## config.mk

```make
export PLATFORM = sky130hd
export DESIGN_NAME = tri_bbox_setup
export DESIGN_NICKNAME = d
export VERILOG_FILES = /design/src/rtl/tri_bbox_setup.sv
export SDC_FILE = /design/constraint.sdc
export NUM_CORES = 1
export LEC_CHECK = 0
export BUFFER_PORTS_ARGS = -buffer_cell sky130_fd_sc_hd__buf_2
export CAP_MARGIN = 20
export CORE_UTILIZATION = 40
export DETAILED_ROUTE_END_ITERATION = 10
export GPL_TIMING_DRIVEN = 0
export PLACE_DENSITY = 0.67
export SYNTH_ARGS = -nofsm -noshare
export SYNTH_HDL_FRONTEND = slang
export SYNTH_SLANG_ARGS = --single-unit
```

## constraint.sdc

```tcl
create_clock -name clk_in -period 16.3 [get_ports clk_in]
set_clock_uncertainty 0.15 [all_clocks]
set_input_delay 4.075 -clock clk_in [delete_from_list [all_inputs] [get_ports clk_in]]
set_output_delay 4.075 -clock clk_in [all_outputs]
set_load 0.03 [all_outputs]
```

## src/rtl/tri_bbox_setup.sv

```systemverilog
// Triangle bounding-box setup: clamp y, compute bbox, drop off-screen, buffer in a FIFO.
// Optional backface culling is enabled by defining TRI_BACKFACE_CULL_EN.
module tri_bbox_setup #(
   parameter int unsigned DEPTH = 8,
   parameter int unsigned H_PIX = 1024,
   parameter int unsigned V_PIX = 768
) (
   input  logic                    clk_in,
   input  logic                    rst_in,
   input  logic                    valid_in,
   input  logic [31:0]             triangle_x,
   input  logic [31:0]             triangle_y,
   input  logic [31:0]             triangle_z,
   input  logic [23:0]             color,
   input  logic                    last_in,
   input  logic                    ready_in,
   output logic                    valid_out,
   output logic [31:0]             tri_x_out,
   output logic [31:0]             tri_y_out,
   output logic [31:0]             tri_z_out,
   output logic [23:0]             color_out,
   output logic [9:0]              bbox_xmin,
   output logic [9:0]              bbox_xmax,
   output logic [9:0]              bbox_ymin,
   output logic [9:0]              bbox_ymax,
   output logic                    last_out,
   output logic                    frame_done,
   output logic                    overflow,
`ifdef TRI_BACKFACE_CULL_EN
   output logic [15:0]             culled_cnt,
`endif
   output logic [$clog2(DEPTH):0]  count
);

   localparam int unsigned AW     = $clog2(DEPTH);
   localparam int unsigned CW     = $clog2(H_PIX);
   localparam int unsigned EW     = 161;
   localparam logic [10:0] YLIM   = 11'(V_PIX);
   localparam logic [9:0]  YCLAMP = 10'(V_PIX - 1);

   function automatic logic [CW-1:0] min3(input logic [CW-1:0] a, b, c);
      logic [CW-1:0] m;
      m = (a < b) ? a : b;
      return (c < m) ? c : m;
   endfunction

   function automatic logic [CW-1:0] max3(input logic [CW-1:0] a, b, c);
      logic [CW-1:0] m;
      m = (a > b) ? a : b;
      return (c > m) ? c : m;
   endfunction

   // ---------------- S1: unpack, clamp, bbox ----------------
   logic [CW-1:0] xr [3];
   logic [CW-1:0] yr [3];
   logic [CW-1:0] yc [3];
   logic          off_d;

   always_comb begin
      for (int i = 0; i < 3; i++) begin
         xr[i] = triangle_x[10*i +: CW];
         yr[i] = triangle_y[10*i +: CW];
         yc[i] = ({1'b0, yr[i]} >= YLIM) ? YCLAMP : yr[i];
      end
      off_d = ({1'b0, min3(yr[0], yr[1], yr[2])} >= YLIM);
   end

   logic        s1_valid_q, s1_last_q, s1_off_q;
   logic [31:0] s1_x_q, s1_y_q, s1_z_q;
   logic [23:0] s1_color_q;
   logic [9:0]  s1_xmin_q, s1_xmax_q, s1_ymin_q, s1_ymax_q;

`ifdef TRI_BACKFACE_CULL_EN
   logic signed [21:0] dx1, dy1, dx2, dy2, area_d, s1_area_q;

   always_comb begin
      dx1    = $signed({12'd0, xr[1]}) - $signed({12'd0, xr[0]});
      dy1    = $signed({12'd0, yr[1]}) - $signed({12'd0, yr[0]});
      dx2    = $signed({12'd0, xr[2]}) - $signed({12'd0, xr[0]});
      dy2    = $signed({12'd0, yr[2]}) - $signed({12'd0, yr[0]});
      area_d = dx1 * dy2 - dx2 * dy1;
   end

   always_ff @(posedge clk_in) s1_area_q <= area_d;
`endif

   always_ff @(posedge clk_in) begin
      s1_x_q     <= triangle_x;
      s1_y_q     <= {triangle_y[31:30], yc[2], yc[1], yc[0]};
      s1_z_q     <= triangle_z;
      s1_color_q <= color;
      s1_last_q  <= last_in;
      s1_off_q   <= off_d;
      s1_xmin_q  <= min3(xr[0], xr[1], xr[2]);
      s1_xmax_q  <= max3(xr[0], xr[1], xr[2]);
      s1_ymin_q  <= min3(yc[0], yc[1], yc[2]);
      s1_ymax_q  <= max3(yc[0], yc[1], yc[2]);
   end

   // ---------------- S2: drop decision ----------------
   logic          s2_keep, s2_valid_q;
   logic [EW-1:0] s2_entry_q;

`ifdef TRI_BACKFACE_CULL_EN
   logic        culled;
   logic [15:0] culled_cnt_q;

   always_comb begin
      s2_keep = s1_last_q | (~s1_off_q & (s1_area_q > 22'sd0));
      culled  = s1_valid_q & ~s1_last_q & ~s1_off_q & (s1_area_q <= 22'sd0);
   end

   always_ff @(posedge clk_in or posedge rst_in) begin
      if (rst_in) begin
         culled_cnt_q <= '0;
      end else if (culled && culled_cnt_q != 16'hFFFF) begin
         culled_cnt_q <= culled_cnt_q + 16'd1;
      end
   end

   assign culled_cnt = culled_cnt_q;
`else
   always_comb s2_keep = s1_last_q | ~s1_off_q;
`endif

   always_ff @(posedge clk_in) begin
      s2_entry_q <= {s1_last_q, s1_ymax_q, s1_ymin_q, s1_xmax_q, s1_xmin_q,
                     s1_color_q, s1_z_q, s1_y_q, s1_x_q};
   end

   // ---------------- FIFO ----------------
   logic [EW-1:0] mem_q [DEPTH];
   logic [AW-1:0] wr_ptr_q, rd_ptr_q;
   logic [AW:0]   count_q, count_d;
   logic          overflow_q, overflow_d, frame_done_q;
   logic          full, rd_en, wr_en;
   logic [EW-1:0] head;

   always_comb begin
      full       = (count_q == (AW+1)'(DEPTH));
      valid_out  = (count_q != '0);
      rd_en      = valid_out & ready_in;
      // A full FIFO still accepts the write when the head leaves on the same edge.
      wr_en      = s2_valid_q & (~full | rd_en);
      overflow_d = overflow_q | (s2_valid_q & full & ~rd_en);
      count_d    = count_q;
      if (wr_en && !rd_en) begin
         count_d = count_q + 1'b1;
      end else if (!wr_en && rd_en) begin
         count_d = count_q - 1'b1;
      end
      head = valid_out ? mem_q[rd_ptr_q] : '0;
   end

   always_ff @(posedge clk_in) begin
      if (wr_en) begin
         mem_q[wr_ptr_q] <= s2_entry_q;
      end
   end

   always_ff @(posedge clk_in or posedge rst_in) begin
      if (rst_in) begin
         s1_valid_q   <= 1'b0;
         s2_valid_q   <= 1'b0;
         wr_ptr_q     <= '0;
         rd_ptr_q     <= '0;
         count_q      <= '0;
         overflow_q   <= 1'b0;
         frame_done_q <= 1'b0;
      end else begin
         s1_valid_q   <= valid_in;
         s2_valid_q   <= s1_valid_q & s2_keep;
         if (wr_en) wr_ptr_q <= wr_ptr_q + 1'b1;
         if (rd_en) rd_ptr_q <= rd_ptr_q + 1'b1;
         count_q      <= count_d;
         overflow_q   <= overflow_d;
         frame_done_q <= rd_en & head[EW-1];
      end
   end

   assign {last_out, bbox_ymax, bbox_ymin, bbox_xmax, bbox_xmin,
           color_out, tri_z_out, tri_y_out, tri_x_out} = head;
   assign count      = count_q;
   assign overflow   = overflow_q;
   assign frame_done = frame_done_q;

endmodule

```

* Word level (Yosys, flattened, before mapping)
Memory sizes are Yosys's and may differ from the RTL's.
Index checks and enable logic that the tools add are counted.
** Word-level totals
- Flip-flop bits (word level) :: 337
- Memory bits (writable) :: 1288
- Input bits :: 125
- Word-level logic and storage cells :: 74
- Memories kept :: 1
** Cells by class
- Add/sub/neg operators :: 4
- Magnitude comparators :: 14
- Equal/unequal tests :: 1
- Muxes and demuxes :: 18
- Bitwise operators :: 12
- Reduce and logical (&&, ||, !) cells :: 6
** Memory list
- mem_q :: words 8, width 161, rd ports 1, clocked after Yosys merged registers in 0, wr ports 1, line 132 : logic [EW-1:0] mem_q [DEPTH];
** Operators with widths (number)
- two-way mux 161 bit :: 1
- two-way mux 10 bit :: 13
- < comparator 10 bit :: 6
- >= comparator 10 bit (second input constant) :: 4
- greater-than comparator 10 bit :: 4
- two-way mux 4 bit :: 2
- adder 3 x 1 -> 3 bit (second input constant) :: 2
- bitwise AND 1 bit :: 6
- adder 4 x 1 -> 4 bit (second input constant) :: 1
- == test 4 bit (second input constant) :: 1
- nonzero test 4 bit :: 1
- subtractor 4 x 1 -> 4 bit (second input constant) :: 1
- NOT 1 bit :: 3
- OR 1 bit :: 3
- logical AND 1 bit :: 2
- zero test 1 bit :: 2
- two-way mux 1 bit :: 2
- nonzero test 2 bit :: 1

* Depth between registers and ports, before layout
Gate-level depths: netlist of the first run.
- Depth after elaboration :: 8
- Mapped depth :: 20

* Worst setup path after synthesis of the first run
Ideal clock, no wire load.
- Path type :: input -> register
- Start point :: in ready_in
- End point :: mem mem_q[0][0], enable pin
- Setup time :: 0.879 ns
- Data arrival time :: 15.362 ns
- Required time :: 15.271 ns
- Slack :: -0.091 ns
- Stages :: 5
- Cells stage by stage :: nand3b_1 -> nand2_1 -> inv_1 -> nand2b_1 -> nor3_1
** Between the ends
- Cells in the longest elaborated chain, start to end :: 5
** Ends and longest elaborated chain
- start, declared :: line 16 : input logic ready_in,
- bitwise AND 1 bit :: line 142 : rd_en = valid_out & ready_in;
- OR 1 bit :: line 144 : wr_en = s2_valid_q & (~full | rd_en);
- bitwise AND 1 bit :: line 144
- net wr_en :: line 136 : logic full, rd_en, wr_en;
- two-way mux 1 bit :: line 156 : if (wr_en) begin
- two-way mux 1 bit (not written as such) :: line 157 : mem_q[wr_ptr_q] <= s2_entry_q;
- end, declared :: line 132
The timed path passes the listed nets, and every way through them passes these cells.

* Worst setup path in the final report of the first run
- Start point :: reg rd_ptr_q[0]
- End point :: out tri_x_out[0]
** Between the ends
- Cells in the longest elaborated chain, start to end :: 2
** Ends and longest elaborated chain
- start, declared :: line 133 : logic [AW-1:0] wr_ptr_q, rd_ptr_q;
- start signal, assigned :: line 174 : if (rd_en) rd_ptr_q <= rd_ptr_q + 1'b1;
- memory read (8 x 161 bit)
- two-way mux 161 bit :: line 152 : head = valid_out ? mem_q[rd_ptr_q] : '0;
- end, declared :: line 18 : output logic [31:0] tri_x_out,
No other way between the ends.

==> results of run 1 <==
layer usage:
metal | vias to the layer above | track usage | routed length [um]
met5 | - | 0 | 163
met4 | 26 | 0.0500 | 3210
met3 | 209 | 0.0509 | 11400
met2 | 971 | 0.293 | 65000
met1 | 14700 | 0.249 | 57600
li1 | 12500 | - | -
kinds of logic after synthesis:
kind of cell	count (synthesis)	synth area share
mux	558	0.164
simple gates	285	0.0201
compound gates	98	0.0108
xor+xnor	7	0.00104
flops	1625	0.773
buf+inv	192	0.0135
fa+ha+maj	82	0.0176
cell type report:
type	count	share of cell area
Antenna cell	18	0.000643
Buffer	124	0.00780
Clock buffer	231	0.0689
Clock inverter	80	0.0104
Inverter	68	0.00364
Multi-Input combinational cell	1030	0.180
Sequential cell	1625	0.649
Tap cell	1917	0.0342
Timing Repair Buffer	370	0.0452
worst paths after layout:
check / end / slack, ns / cells after the start / from
hold reg to reg: s2_entry_q[52] / 0.16 / 0 / s1_y_q[20]
setup / recovery: tri_x_out[0] / 7.89 / 7 / rd_ptr_q[0]
max in group asynchronous: rd_ptr_q[2] / 12.42 / 2 / rst_in
hold / removal: s2_entry_q[52] / 0.16 / 0 / s1_y_q[20]
min in group asynchronous: count[2] / 3.20 / 2 / rst_in
setup reg to reg: mem_q[4][104] / 12.72 / 10 / count[1]
placed cells by master, fill, tap and decap left out, types with 7 or more instances in the layout:
cell       synthesis  routed
edfxtp_1        1288    1288
buf_2             42     334
dfxtp_1          323     323
mux4_2           322     322
mux2i_1          231     231
nor2_1           214     208
clkbuf_16          0     174
clkbuf_1          58      83
ha_1              81      81
inv_1             68      68
buf_12             0      40
clkinv_2           0      33
a21oi_1           29      29
buf_16             0      27
clkbuf_8           0      26
o21ai_0           24      24
nand2_1           23      23
diode_2            0      18
buf_1             18      18
clkinv_1           0      15
dfrtp_1           14      14
a211oi_1          11      11
nand3_1           10      10
buf_8              0      10
bufinv_16          0       9
clkbuf_2           2       8
nand4_1            8       8
inv_6              0       8
o21a_1             7       7
worst max-delay path, cell delays in order (launching register included):
cell and delay [ns]:
dfrtp_1 0.34, buf_2 0.28, clkbuf_1 0.80, buf_2 0.51
mux4_2 0.58, mux2i_1 0.44, nor2_1 0.20, buf_2 0.24
cells in the mapped netlist, types with 2 or more instances:
| cell | instances | area [um^2] |
|---|---|---|
| a21oi_2 | 2 | 17.5 |
| a41oi_1 | 2 | 17.5 |
| inv_1 | 68 | 255 |
| dfrtp_1 | 14 | 350 |
| ha_1 | 81 | 1010 |
| o21a_1 | 7 | 52.6 |
| nor2_1 | 214 | 803 |
| a31oi_1 | 3 | 18.8 |
| or2_2 | 2 | 12.5 |
| nor2b_1 | 4 | 25.0 |
| a21o_1 | 6 | 45.0 |
| mux4_2 | 322 | 7250 |
| a211oi_1 | 11 | 82.6 |
| nor3_1 | 7 | 35.0 |
| nand2b_1 | 5 | 31.3 |
| nand4_1 | 8 | 50.1 |
| o21ai_0 | 24 | 120 |
| clkbuf_1 | 58 | 218 |
| dfxtp_1 | 323 | 6470 |
| buf_4 | 3 | 22.5 |
| clkbuf_2 | 2 | 10.0 |
| edfxtp_1 | 1288 | 38700 |
| buf_1 | 18 | 67.6 |
| buf_2 | 42 | 210 |
| mux2_2 | 4 | 45.0 |
| or3_1 | 2 | 12.5 |
| xnor2_1 | 6 | 52.6 |
| and2_1 | 3 | 18.8 |
| a2111oi_0 | 2 | 17.5 |
| mux2i_1 | 231 | 2310 |
| a21oi_1 | 29 | 145 |
| nand2_1 | 23 | 86.3 |
| nand3_1 | 10 | 50.1 |
state kept, by name, summed over array words and instances, names as in the netlist:
name / flops
count: 4
frame_done: 1
mem_q: 1288
overflow: 1
rd_ptr_q: 3
s1_color_q: 24
s1_last_q: 1
s1_off_q: 1
s1_valid_q: 1
s1_x_q: 32
s1_xmax_q: 10
s1_xmin_q: 10
s1_y_q: 32
s1_ymax_q: 10
s1_ymin_q: 10
s1_z_q: 32
s2_entry_q: 161
s2_valid_q: 1
wr_ptr_q: 3
power groups by stage:
stage | Combinational, mW | Clock, mW | Sequential [mW]
floorplan | 2.83 | 0 | 5.36
CTS | 4.49 | 3.88 | 5.23
finish | 4.38 | 3.80 | 5.22
global placement | 4.27 | 0 | 5.53
detailed placement | 4.48 | 0 | 5.31
global route | 4.68 | 4.03 | 5.27
==> qor.csv, run 1 <==
metric,value,unit
Via density,5.19,
GR Util All Layers,0.184,
synthesized instance count,2847,
PwrDens,191,mW/mm^2
internal power,8.87,mW
final setup violation count,0,
Final nets,3591,
Syn Nets,3054,
Max Clk Rate,119,MHz
ys async rst share,0.00862,
clk sink count,1625,
number of synthesized flops with an enable pin,1288,
Peak supply drop,0.141,mV
DP Cell Count,5134,
worst setup margin,7.89,ns
"Worst Path Class, Setup",register to primary output,
maxcap violations,0,
Flop pwr share,0.390,
I/O Buffers,292,
gpl congestion,0.854,
Setup WS pre-CTS,7.69,ns
synth unique cells,56,
Pleak,24.6,nW
Die H,385,um
routed vias,28400,
hold slack,0.161,ns
Fillers,11800,
outcome,completed,
post-CTS resize count,0,
Max-slew headroom,0.281,
syn_area_per_cell,20.7,um^2
RSZ-0062 raised after global routing,no,
gr ovfl total,0,
Tightest Pin Transition,1.08,ns
Crit path arrival time,4.19,ns
Clock Power Share,0.283,
clock-pin slew on the worst setup and hold paths,0.06,ns
initial antenna violation count,34,
sw power,4.53,mW
Critical Path Source Type,register,
clk root buf,clkbuf_16,
Remaining DRCs,0,
number of core rows,140,
DR WL/cell,25.1,um
Post-Route Setup TNS,0,ns
TritonCTS clock tree,done,
Yosys reg bits,1625,
postcts setup bufs,0,
worst min-delay path class,register to register,
design area,0.0701,mm^2
logic gate share of total power,0.327,
clock period minus worst slack,8.41,ns
synth warn,0,
clock tree buffer depth,3,
dpl cell area,0.0645,mm^2
Post-DP HPWL,88700,um
"Seq/Total Area, Yosys",0.773,
worst skew pair latency,0.78,ns
CP required,12.08,ns
total die area,0.149,mm^2
Detailed Routing Iterations Pass 1,6,
critical path endpoint category,primary output,
"Cell Area, Synth",0.0588,mm^2
Die Wd,385,um
"Primary FF master, synth",edfxtp_1,
Initial DRC Count,2489,
hold-fix buffers at CTS,0,
total power draw,13.4,mW
core area,0.146,mm^2
register area,0.0455,mm^2
vias in the first global route,28600,
sw frac,0.338,
pin count of the biggest net entering global routing,24,
Starting Density,0.404,
final worst-path cycle share,0.516,
total wire length,137000,um
Final Hold Vio Count,0,
first-pass GRT wire length,196000,um
Crit Path Max Fanout,10,
final core occ,0.481,
H-tree depth,4,
share of post-route cells with drive strength above 1,0.293,
area added between synthesis and finish,19.1,%
Routed Antenna Nets,0,
post-route insts no fill,5463,
Num CTS Buffers,165,
I/O pin count,293,
area of the multi-input gates,0.0126,mm^2
fin. max-slew vios,0,
Power figures use the tool's default switching activity.
==> inputs of run 2 (changes only) <==
PLACE_DENSITY = 0.69   (was 0.67)
clock period = 7.11 ns   (was 16.3 ns; I/O delays follow)
==> run 2 against run 1 <==
Worst setup slack got worse by 6.9 ns. Clock power up 140%. Design area is 0.33% higher. Combinational power up 130%. Clock-buffer cell count is 1 higher. Critical path type unchanged. Largest power group unchanged. Register-to-register slack got worse by 8.8 ns. Global-route usage is 0.15 points higher.
==> qor.csv, run 2 (synthesis results as in run 1) <==
metric,value,unit,change
outcome,completed,,unchanged
number of core rows,140,,unchanged
Starting Density,0.404,,unchanged
clk sink count,1625,,unchanged
post-CTS resize count,0,,unchanged
Num CTS Buffers,168,,was 165
sw frac,0.338,,about the same
I/O Buffers,292,,unchanged
Crit path arrival time,4.21,ns,was 4.19 ns
gpl congestion,0.863,,was 0.854
Final nets,3595,,"was 3,591"
Peak supply drop,0.361,mV,was 0.141 mV
design area,0.0703,mm^2,was 0.0701 mm^2
Fillers,11800,,about the same
Tightest Pin Transition,0.997,ns,was 1.08 ns
I/O pin count,293,,unchanged
final core occ,0.482,,was 0.481
clock-pin slew on the worst setup and hold paths,0.06,ns,about the same
Remaining DRCs,0,,unchanged
Crit Path Max Fanout,10,,unchanged
RSZ-0062 raised after global routing,no,,unchanged
H-tree depth,4,,unchanged
clock period minus worst slack,6.14,ns,
clock tree buffer depth,3,,unchanged
Critical Path Source Type,register,,unchanged
Detailed Routing Iterations Pass 1,7,,was 6
Post-Route Setup TNS,0,ns,unchanged
sw power,10.5,mW,was 4.53 mW
gr ovfl total,0,,unchanged
Initial DRC Count,2456,,"was 2,489"
critical path endpoint category,primary output,,unchanged
logic gate share of total power,0.323,,was 0.327
register bank with the most flops,mem_q,,unchanged
"most common cell after layout, fill and taps aside",edfxtp_1,,unchanged
Pleak,24.6,nW,about the same
area added between synthesis and finish,19.5,%,was 19.1%
dpl cell area,0.0645,mm^2,about the same
clk root buf,clkbuf_16,,unchanged
Die H,385,um,unchanged
Max-slew headroom,0.335,,was 0.281
core area,0.146,mm^2,unchanged
highest-count cells in the layout ignoring fill and taps,"1,288 x edfxtp_1, 334 x buf_2, 323 x dfxtp_1, 322 x mux4_2, 231 x mux2i_1",,unchanged
share of post-route cells with drive strength above 1,0.290,,was 0.293
Post-DP HPWL,90200,um,"was 88,700 um"
first-pass GRT wire length,198000,um,"was 196,000 um"
Max Clk Rate,163,MHz,
GR Util All Layers,0.186,,was 0.184
initial antenna violation count,27,,was 34
Routed Antenna Nets,0,,unchanged
PwrDens,442,mW/mm^2,was 191 mW/mm^2
maxcap violations,0,,unchanged
Flop pwr share,0.386,,was 0.390
total wire length,138000,um,"was 137,000 um"
internal power,20.6,mW,was 8.87 mW
TritonCTS clock tree,done,,unchanged
Die Wd,385,um,unchanged
postcts setup bufs,0,,unchanged
Final Hold Vio Count,0,,unchanged
worst skew pair latency,0.79,ns,was 0.78 ns
"Worst Path Class, Setup",register to primary output,,unchanged
Clock Power Share,0.291,,was 0.283
Largest register FFs,1288,,unchanged
fin. max-slew vios,0,,unchanged
hold-fix buffers at CTS,0,,unchanged
final worst-path cycle share,0.863,,
biggest regs,"mem_q: 1288 flops, s2_entry_q: 161 flops",,unchanged
vias in the first global route,29000,,"was 28,600"
final setup violation count,0,,unchanged
post-route insts no fill,5473,,"was 5,463"
worst min-delay path class,register to register,,unchanged
routed vias,28400,,about the same
Via density,5.19,,about the same
pin count of the biggest net entering global routing,25,,was 24
total die area,0.149,mm^2,unchanged
DP Cell Count,5135,,"was 5,134"
DR WL/cell,25.2,um,was 25.1 um
CP required,5.18,ns,was 12.08 ns
-- run 2: cell count changes in the layout (fill, tap and decap cells not counted), sizes merged --
cell and change:
buf +1, bufinv +10, clkbuf +1, clkinv -10
clkinvlp +5, diode +2, inv +1
-- run 2: power groups by stage --
| stage | combinational [mW] | sequential, mW | clock [mW] |
|---|---|---|---|
| 2_1_floorplan | 6.48 | 12.3 | 0 |
| 3_5_place_dp | 10.3 | 12.2 | 0 |
| 6_report | 10.0 | 12.0 | 9.05 |
| 3_3_place_gp | 9.77 | 12.7 | 0 |
| 5_1_grt | 10.7 | 12.1 | 9.61 |
| 4_1_cts | 10.3 | 12.0 | 9.26 |
-- run 2: routing by layer --
metal  vias to the layer above  part of all wire  track usage
li1                      12500                 -            -
met1                     14700              0.41        0.250
met2                       986              0.48        0.300
met3                       202             0.078       0.0448
met4                        12             0.024       0.0550
met5                         -           0.00054            0
-- run 2: metrics by stage --
stage	setup slack (ns)	power, mW	hold WS (ns)
6_report	0.971	31.1	0.172
5_1_grt	0.688	32.4	0.175
4_1_cts	0.714	31.5	0.168
3_5_place_dp	0.784	22.4	0.162
3_3_place_gp	-11.12	22.4	0.161
2_1_floorplan	-2.66	18.8	0.160
-- run 2: path summary, 6_finish.rpt --
kind	from	endpoint	slack (ns)	cells after the start
worst max register to register	count[1]	mem_q[3][107]	3.91	9
max in group asynchronous	rst_in	count[3]	5.54	2
min in group asynchronous	rst_in	count[2]	0.89	2
worst min register to register	s1_y_q[31]	s2_entry_q[63]	0.17	0
worst min-delay path	s1_y_q[31]	s2_entry_q[63]	0.17	0
worst max-delay path	rd_ptr_q[0]	tri_x_out[30]	0.97	7
-- run 2: final cells by class --
| type | count | area, um^2 | area share |
|---|---|---|---|
| Timing Repair Buffer | 371 | 3150 | 0.0448 |
| Tap cell | 1917 | 2400 | 0.0341 |
| Buffer | 124 | 546 | 0.00776 |
| Multi-Input combinational cell | 1030 | 12600 | 0.179 |
| Inverter | 68 | 255 | 0.00363 |
| Sequential cell | 1625 | 45500 | 0.647 |
| Antenna cell | 20 | 50.0 | 0.000712 |
| Clock buffer | 232 | 4630 | 0.0658 |
| Clock inverter | 86 | 1170 | 0.0167 |
-- run 2: worst max-delay path: stages, from the launching register on --
cell,delay [ns]
dfrtp_1,0.34
buf_2,0.30
clkbuf_1,0.78
buf_2,0.52
mux4_2,0.55
mux2i_1,0.46
nor2_1,0.22
buf_2,0.23
